==> src/rtl/l1ca_acq_scheduler.sv <==
// Acquisition sweep controller: walks the SV mask, drives the L1 C/A search engine one SV
// at a time, and streams any result whose peak power exceeds the threshold.
module l1ca_acq_scheduler #(
    parameter int N_SV          = 32,
    parameter int START_TIMEOUT = 4
) (
    input  logic              clk,
    input  logic              rst,
    input  logic              run,
    input  logic              abort,
    input  logic [N_SV-1:0]   sv_mask,
    input  logic [31:0]       threshold,
    output logic              search_start,
    output logic [4:0]        search_sv,
    input  logic              search_busy,
    input  logic [31:0]       search_acc,
    input  logic [11:0]       search_code,
    input  logic [4:0]        search_dop,
    output logic              res_valid,
    input  logic              res_ready,
    output logic [4:0]        res_sv,
    output logic [11:0]       res_code,
    output logic [4:0]        res_dop,
    output logic [31:0]       res_acc,
    output logic              busy,
    output logic              done,
    output logic [5:0]        found_cnt,
    output logic              timeout_err,
    output logic [2:0]        dbg_state
);

    localparam logic [2:0] S_IDLE      = 3'd0;
    localparam logic [2:0] S_SCAN      = 3'd1;
    localparam logic [2:0] S_LAUNCH    = 3'd2;
    localparam logic [2:0] S_WAIT_BUSY = 3'd3;
    localparam logic [2:0] S_WAIT_DONE = 3'd4;
    localparam logic [2:0] S_EVAL      = 3'd5;
    localparam logic [2:0] S_PUSH      = 3'd6;
    localparam logic [2:0] S_FINISH    = 3'd7;

    localparam logic [4:0] LAST_SLOT = 5'(N_SV - 1);
    localparam logic [2:0] TMO_LAST  = 3'(START_TIMEOUT - 1);

    logic [2:0]  state_q, state_d;
    logic [4:0]  ptr_q, ptr_d;
    logic [4:0]  sv_q, sv_d;
    logic [2:0]  tmo_q, tmo_d;
    logic [5:0]  found_q, found_d;
    logic        terr_q, terr_d;
    logic        abort_q, abort_d;
    logic [4:0]  rsv_q, rsv_d;
    logic [11:0] rcode_q, rcode_d;
    logic [4:0]  rdop_q, rdop_d;
    logic [31:0] racc_q, racc_d;
    logic        advance;

    // Handshake: a record transfers on any cycle where res_valid and res_ready are both high;
    // res_valid only drops after that transfer, and res_* hold steady while it is up.
    always_comb begin
        state_d = state_q;
        ptr_d   = ptr_q;
        sv_d    = sv_q;
        tmo_d   = tmo_q;
        found_d = found_q;
        terr_d  = terr_q;
        abort_d = abort_q | (abort && (state_q != S_IDLE));
        rsv_d   = rsv_q;
        rcode_d = rcode_q;
        rdop_d  = rdop_q;
        racc_d  = racc_q;
        advance = 1'b0;

        case (state_q)
            S_IDLE: begin
                if (run) begin
                    found_d = '0;
                    terr_d  = 1'b0;
                    abort_d = 1'b0;
                    ptr_d   = '0;
                    state_d = S_SCAN;
                end
            end
            S_SCAN: begin
                if (abort_d) begin
                    state_d = S_FINISH;
                end else if (sv_mask[ptr_q]) begin
                    sv_d    = ptr_q;
                    state_d = S_LAUNCH;
                end else if (ptr_q == LAST_SLOT) begin
                    state_d = S_FINISH;
                end else begin
                    ptr_d = ptr_q + 5'd1;
                end
            end
            S_LAUNCH: begin
                tmo_d   = '0;
                state_d = S_WAIT_BUSY;
            end
            S_WAIT_BUSY: begin
                if (search_busy) begin
                    state_d = S_WAIT_DONE;
                end else if (tmo_q == TMO_LAST) begin
                    terr_d  = 1'b1;
                    advance = 1'b1;
                end else begin
                    tmo_d = tmo_q + 3'd1;
                end
            end
            S_WAIT_DONE: begin
                if (!search_busy) state_d = S_EVAL;
            end
            S_EVAL: begin
                if (search_acc > threshold) begin
                    rsv_d   = sv_q;
                    rcode_d = search_code;
                    rdop_d  = search_dop;
                    racc_d  = search_acc;
                    state_d = S_PUSH;
                end else begin
                    advance = 1'b1;
                end
            end
            S_PUSH: begin
                if (res_ready) begin
                    if (found_q != 6'd63) found_d = found_q + 6'd1;
                    advance = 1'b1;
                end
            end
            S_FINISH: state_d = S_IDLE;
            default:  state_d = S_IDLE;
        endcase

        // Shared exit of a completed slot: an abort seen during the search lands here.
        if (advance) begin
            if (abort_d || (ptr_q == LAST_SLOT)) begin
                state_d = S_FINISH;
            end else begin
                ptr_d   = ptr_q + 5'd1;
                state_d = S_SCAN;
            end
        end
    end

    always_ff @(posedge clk or posedge rst) begin
        if (rst) begin
            state_q <= S_IDLE;
            ptr_q   <= '0;
            sv_q    <= '0;
            tmo_q   <= '0;
            found_q <= '0;
            terr_q  <= 1'b0;
            abort_q <= 1'b0;
            rsv_q   <= '0;
            rcode_q <= '0;
            rdop_q  <= '0;
            racc_q  <= '0;
        end else begin
            state_q <= state_d;
            ptr_q   <= ptr_d;
            sv_q    <= sv_d;
            tmo_q   <= tmo_d;
            found_q <= found_d;
            terr_q  <= terr_d;
            abort_q <= abort_d;
            rsv_q   <= rsv_d;
            rcode_q <= rcode_d;
            rdop_q  <= rdop_d;
            racc_q  <= racc_d;
        end
    end

    assign search_start = (state_q == S_LAUNCH);
    assign search_sv    = sv_q;
    assign res_valid    = (state_q == S_PUSH);
    assign res_sv       = rsv_q;
    assign res_code     = rcode_q;
    assign res_dop      = rdop_q;
    assign res_acc      = racc_q;
    assign busy         = (state_q != S_IDLE);
    assign done         = (state_q == S_FINISH);
    assign found_cnt    = found_q;
    assign timeout_err  = terr_q;
    assign dbg_state    = state_q;

endmodule

==> config.mk <==
export PLATFORM = sky130hd
export DESIGN_NAME = l1ca_acq_scheduler
export DESIGN_NICKNAME = d
export VERILOG_FILES = /design/src/rtl/l1ca_acq_scheduler.sv
export SDC_FILE = /design/constraint.sdc
export NUM_CORES = 1
export LEC_CHECK = 0
export ABC_AREA = 1
export ABC_CLOCK_PERIOD_IN_PS = 7600
export CORE_MARGIN = 5
export CORE_UTILIZATION = 48
export CTS_CLUSTER_DIAMETER = 50
export DETAILED_ROUTE_END_ITERATION = 6
export HOLD_SLACK_MARGIN = 0.1
export PLACE_DENSITY = 0.93
export SLEW_MARGIN = 20
export SYNTH_ARGS = -nofsm -noshare
export SYNTH_HDL_FRONTEND = slang
export SYNTH_SLANG_ARGS = --single-unit
==> constraint.sdc <==
create_clock -name clk -period 7.6 [get_ports clk]
set_input_delay 2.28 -clock clk [delete_from_list [all_inputs] [get_ports clk]]
set_output_delay 2.28 -clock clk [all_outputs]
set_load 0.03 [all_outputs]
==> run summary <==
### GRT
* 21,500 um — first-pass GRT wire length
* 79 — largest net degree at the start of global routing
* 4,583 — number of global-route vias before repair
* 0 — overall overflow remaining after global route
* 0 — number of antenna violations at the first check in global routing
* 22.7% — global router's overall resource usage

### Layout
* 45.3% — area delta synth->final
* 0 — diode insertion count for antenna repair
* 71.3% — end-of-flow core utilization
* 979 — count of nets after finishing
* 5.32% — fraction of layout cells with a size suffix above 1

### Flow run
* 0 — reported max-cap violation count

### Worst setup path
* flop — Setup crit end kind
* primary input — type of element launching the critical path
* in -> reg — critical path class
* 3 — buffer and inverter count on the worst path
* 5.10 ns — arrival time worst endpoint
* 0.47 ns — slowest stage delay, CP
* threshold[31] — Critical Path Start
* 55 — worst-path maximum fanout
* sky130_fd_sc_hd__nand2_1 — Most common cell on crit path
* clkdlybuf4s50_1 > inv_1 > ha_1 > nand2_1 > nor2_1 > nand2_1 > nor4_2 > nand2_1 > nand2_2 > buf_4 > nand2_1 > nand2_1 > nand2_1 > nand2_1 > nand2_1 > nand2_1 — chain of cells forming the critical path
* simple AND/OR/NAND/NOR gates — kind of cell adding the most delay to the critical path
* 7.88 ns — required time worst endpoint
* sky130_fd_sc_hd__buf_4 — critical path's slowest cell
* dbg_state[1] — r2r startpoint

### CTS
* 2 — number of buffers between clock root and the deepest sink
* 0.35 ns — worst skew pair latency
* 9 — number of buffers created by CTS
* built — CTS tree
* 0 — hold bufs inserted after CTS
* 0 — post-cts repair resize count
* 0.08 ns — clock edge transition at the registers on the reported setup and hold paths
* 0 — setup bufs post-CTS
* 78 — sinks on the clock net
* 3 — Max H-tree Level
* sky130_fd_sc_hd__clkbuf_8 — CTS Root Buffer Type

### Die
* 36 — # rows
* 110 um — horizontal die dimension
* 9770 um^2 — core area
* 192 — count of pins on the block boundary
* 12,100 um^2 — Die Area
* 110 um — Die Height
* 49.1% — effective utilization at floorplan

### Hold path
* reg -> reg — Tightest Hold Check Type
* res_acc[14] — hold wc startpoint

### Synth
* 7.49 um^2 — Mean Syn Cell Area
* 100% — share of async-settable or async-resettable flops after synthesis
* 40.7% — sequential fraction of the synthesis area
* 0 — number of enable flip-flop cells after synthesis
* 4790 um^2 — Netlist Area Pre-Place
* sky130_fd_sc_hd__dfrtp_1 — top flip-flop cell by instance count after synthesis
* 35 — count of different cell masters after synthesis
* 797 — Mapped Nets
* 0 — Synthesis Warnings
* 78 — Yosys reg bits
* 640 — gate count of the mapped netlist

### Routing
* 4 — total iterations of the first detailed-routing run
* 4.97 — Avg Vias per Cell
* 14.4 um — Routed WL per cell
* 0 — post-detailed-route count of antenna-violating nets
* 4,771 — Via Count
* 0 — remaining routing DRC violations
* 346 — DRT iter0 DRCs
* 13,800 um — total detailed-routing wirelength

### STA
* 0.0107 ns — Max Clock Skew
* 0.886 ns — Tightest Pin Transition
* 0 — Pins Over Slew Limit
* false — RSZ-0062 raised after global routing
* 208 MHz — highest clock frequency the design can meet
* 40.8% — slew margin rel.
* 0 — final setup violation count
* 63.4% — share of the clock period used by the worst path after layout
* 0 — final hold violation count
* 0 ns — setup_tns
* 4.82 ns — final critical delay including setup and external delays

### Power and ir drop
* 3.44 nW — P_leak
* 0.171 mV — maximum vdd drop
* 328 nW/um^2 — pwr dens

### Placement
* 191 — count of port buffers added during placement
* 10,500 um — detailed-placement wirelength estimate
* 0.880 — routability cong.

### Outcome
* complete, no violations — run status

-- cell families after synthesis --
group	synth area share, %
AO/OA/AOI/OAI	11.7
buffers and inverters	9.00
XOR/XNOR	0.365
flip-flops	40.7
AND/OR/NAND/NOR	28.3
adder cells (fa/ha/maj)	9.92
-- worst register-to-register path: cells and delay by family (launching register included) --
| kind | cells | cell delay, ns |
|---|---|---|
| simple gates | 4 | 1.48 |
| flops | 1 | 0.49 |
| compound gates | 1 | 0.15 |
| buf+inv | 1 | 0.40 |
-- worst paths after layout --
check	depth (start not counted)	slack, ns	endpoint
worst max-delay path	16	2.78	ptr_q[1]
worst min-delay path	2	0.50	res_acc[14]
worst max register to register	6	4.97	res_acc[0]
worst min register to register	2	0.50	res_acc[14]
max in group asynchronous	3	4.66	res_acc[10]
min in group asynchronous	3	2.46	res_acc[19]
-- per-layer routing --
layer / share of wire [%] / vias up / track usage, %
met2: 49 / 168 / 39.3
met1: 41 / 2186 / 28.3
met5: 0 / - / 0
met3: 8.4 / 14 / 4.76
met4: 1.3 / 0 / 7.03
li1: - / 2403 / -
-- report_power, final --
part / internal (mW) / switching [mW] / leakage [nW] / total [mW]
clock network: 0.185 / 0.151 / 0.106 / 0.335
registers: 0.583 / 0.120 / 0.996 / 0.703
logic: 0.482 / 0.763 / 2.34 / 1.25
-- sequential cells by signal, summed over array words and instances (netlist names) --
name,flops
tmo_q,3
res_code,12
res_dop,5
timeout_err,1
res_acc,32
abort_q,1
found_cnt,6
search_sv,5
dbg_state,3
ptr_q,5
res_sv,5
-- cell usage in the layout, fill, tap and decap left out, types with 3 or more instances in the layout --
cell type                         netlist  final
sky130_fd_sc_hd__nand2_1              232    231
sky130_fd_sc_hd__a21oi_1               21     21
sky130_fd_sc_hd__dfrtp_1               78     78
sky130_fd_sc_hd__clkinv_2               0      3
sky130_fd_sc_hd__inv_1                 71     70
sky130_fd_sc_hd__nand4_1                3      3
sky130_fd_sc_hd__o21ai_0               67     67
sky130_fd_sc_hd__clkbuf_8               0      9
sky130_fd_sc_hd__clkdlybuf4s50_1        0    191
sky130_fd_sc_hd__nand2_2               11     12
sky130_fd_sc_hd__ha_1                  38     38
sky130_fd_sc_hd__nor2_1                28     28
sky130_fd_sc_hd__o21a_1                 8      8
sky130_fd_sc_hd__nor2_2                 3      3
sky130_fd_sc_hd__inv_2                  3      3
sky130_fd_sc_hd__nand3_1               35     35
-- cell type report --
type | count | area, um^2
Tap cell | 133 | 166
Clock buffer | 10 | 128
Inverter | 75 | 290
Fill cell | 783 | 2810
Multi-Input combinational cell | 465 | 2410
Sequential cell | 78 | 1950
Timing Repair Buffer | 193 | 1930
Clock inverter | 6 | 86.3
-- cell usage after synthesis, types with 3 or more instances --
master                     count  area [um^2]
sky130_fd_sc_hd__nand4_1       3         18.8
sky130_fd_sc_hd__nor2_2        3         18.8
sky130_fd_sc_hd__buf_4         7         52.6
sky130_fd_sc_hd__inv_2         3         11.3
sky130_fd_sc_hd__o21a_1        8         60.1
sky130_fd_sc_hd__ha_1         38          475
sky130_fd_sc_hd__nand3_1      35          175
sky130_fd_sc_hd__nand2_1     232          871
sky130_fd_sc_hd__nor2_1       28          105
sky130_fd_sc_hd__o21ai_0      67          335
sky130_fd_sc_hd__clkbuf_1     10         37.5
sky130_fd_sc_hd__nand2_2      11         68.8
sky130_fd_sc_hd__inv_1        71          267
sky130_fd_sc_hd__dfrtp_1      78         1950
sky130_fd_sc_hd__a21oi_1      21          105
-- metrics by stage --
stage	area [um^2]	instances	total power, mW	setup WS, ns	hold WS [ns]
global route	6970	960	2.43	2.49	0.521
CTS	6960	960	2.30	2.84	0.502
floorplan	4790	640	1.44	3.32	0.453
finish	6970	960	2.28	2.78	0.501
global placement	6750	944	1.92	2.60	0.472
detailed placement	6750	944	1.96	2.50	0.481
(Power assumes the default switching activity.)
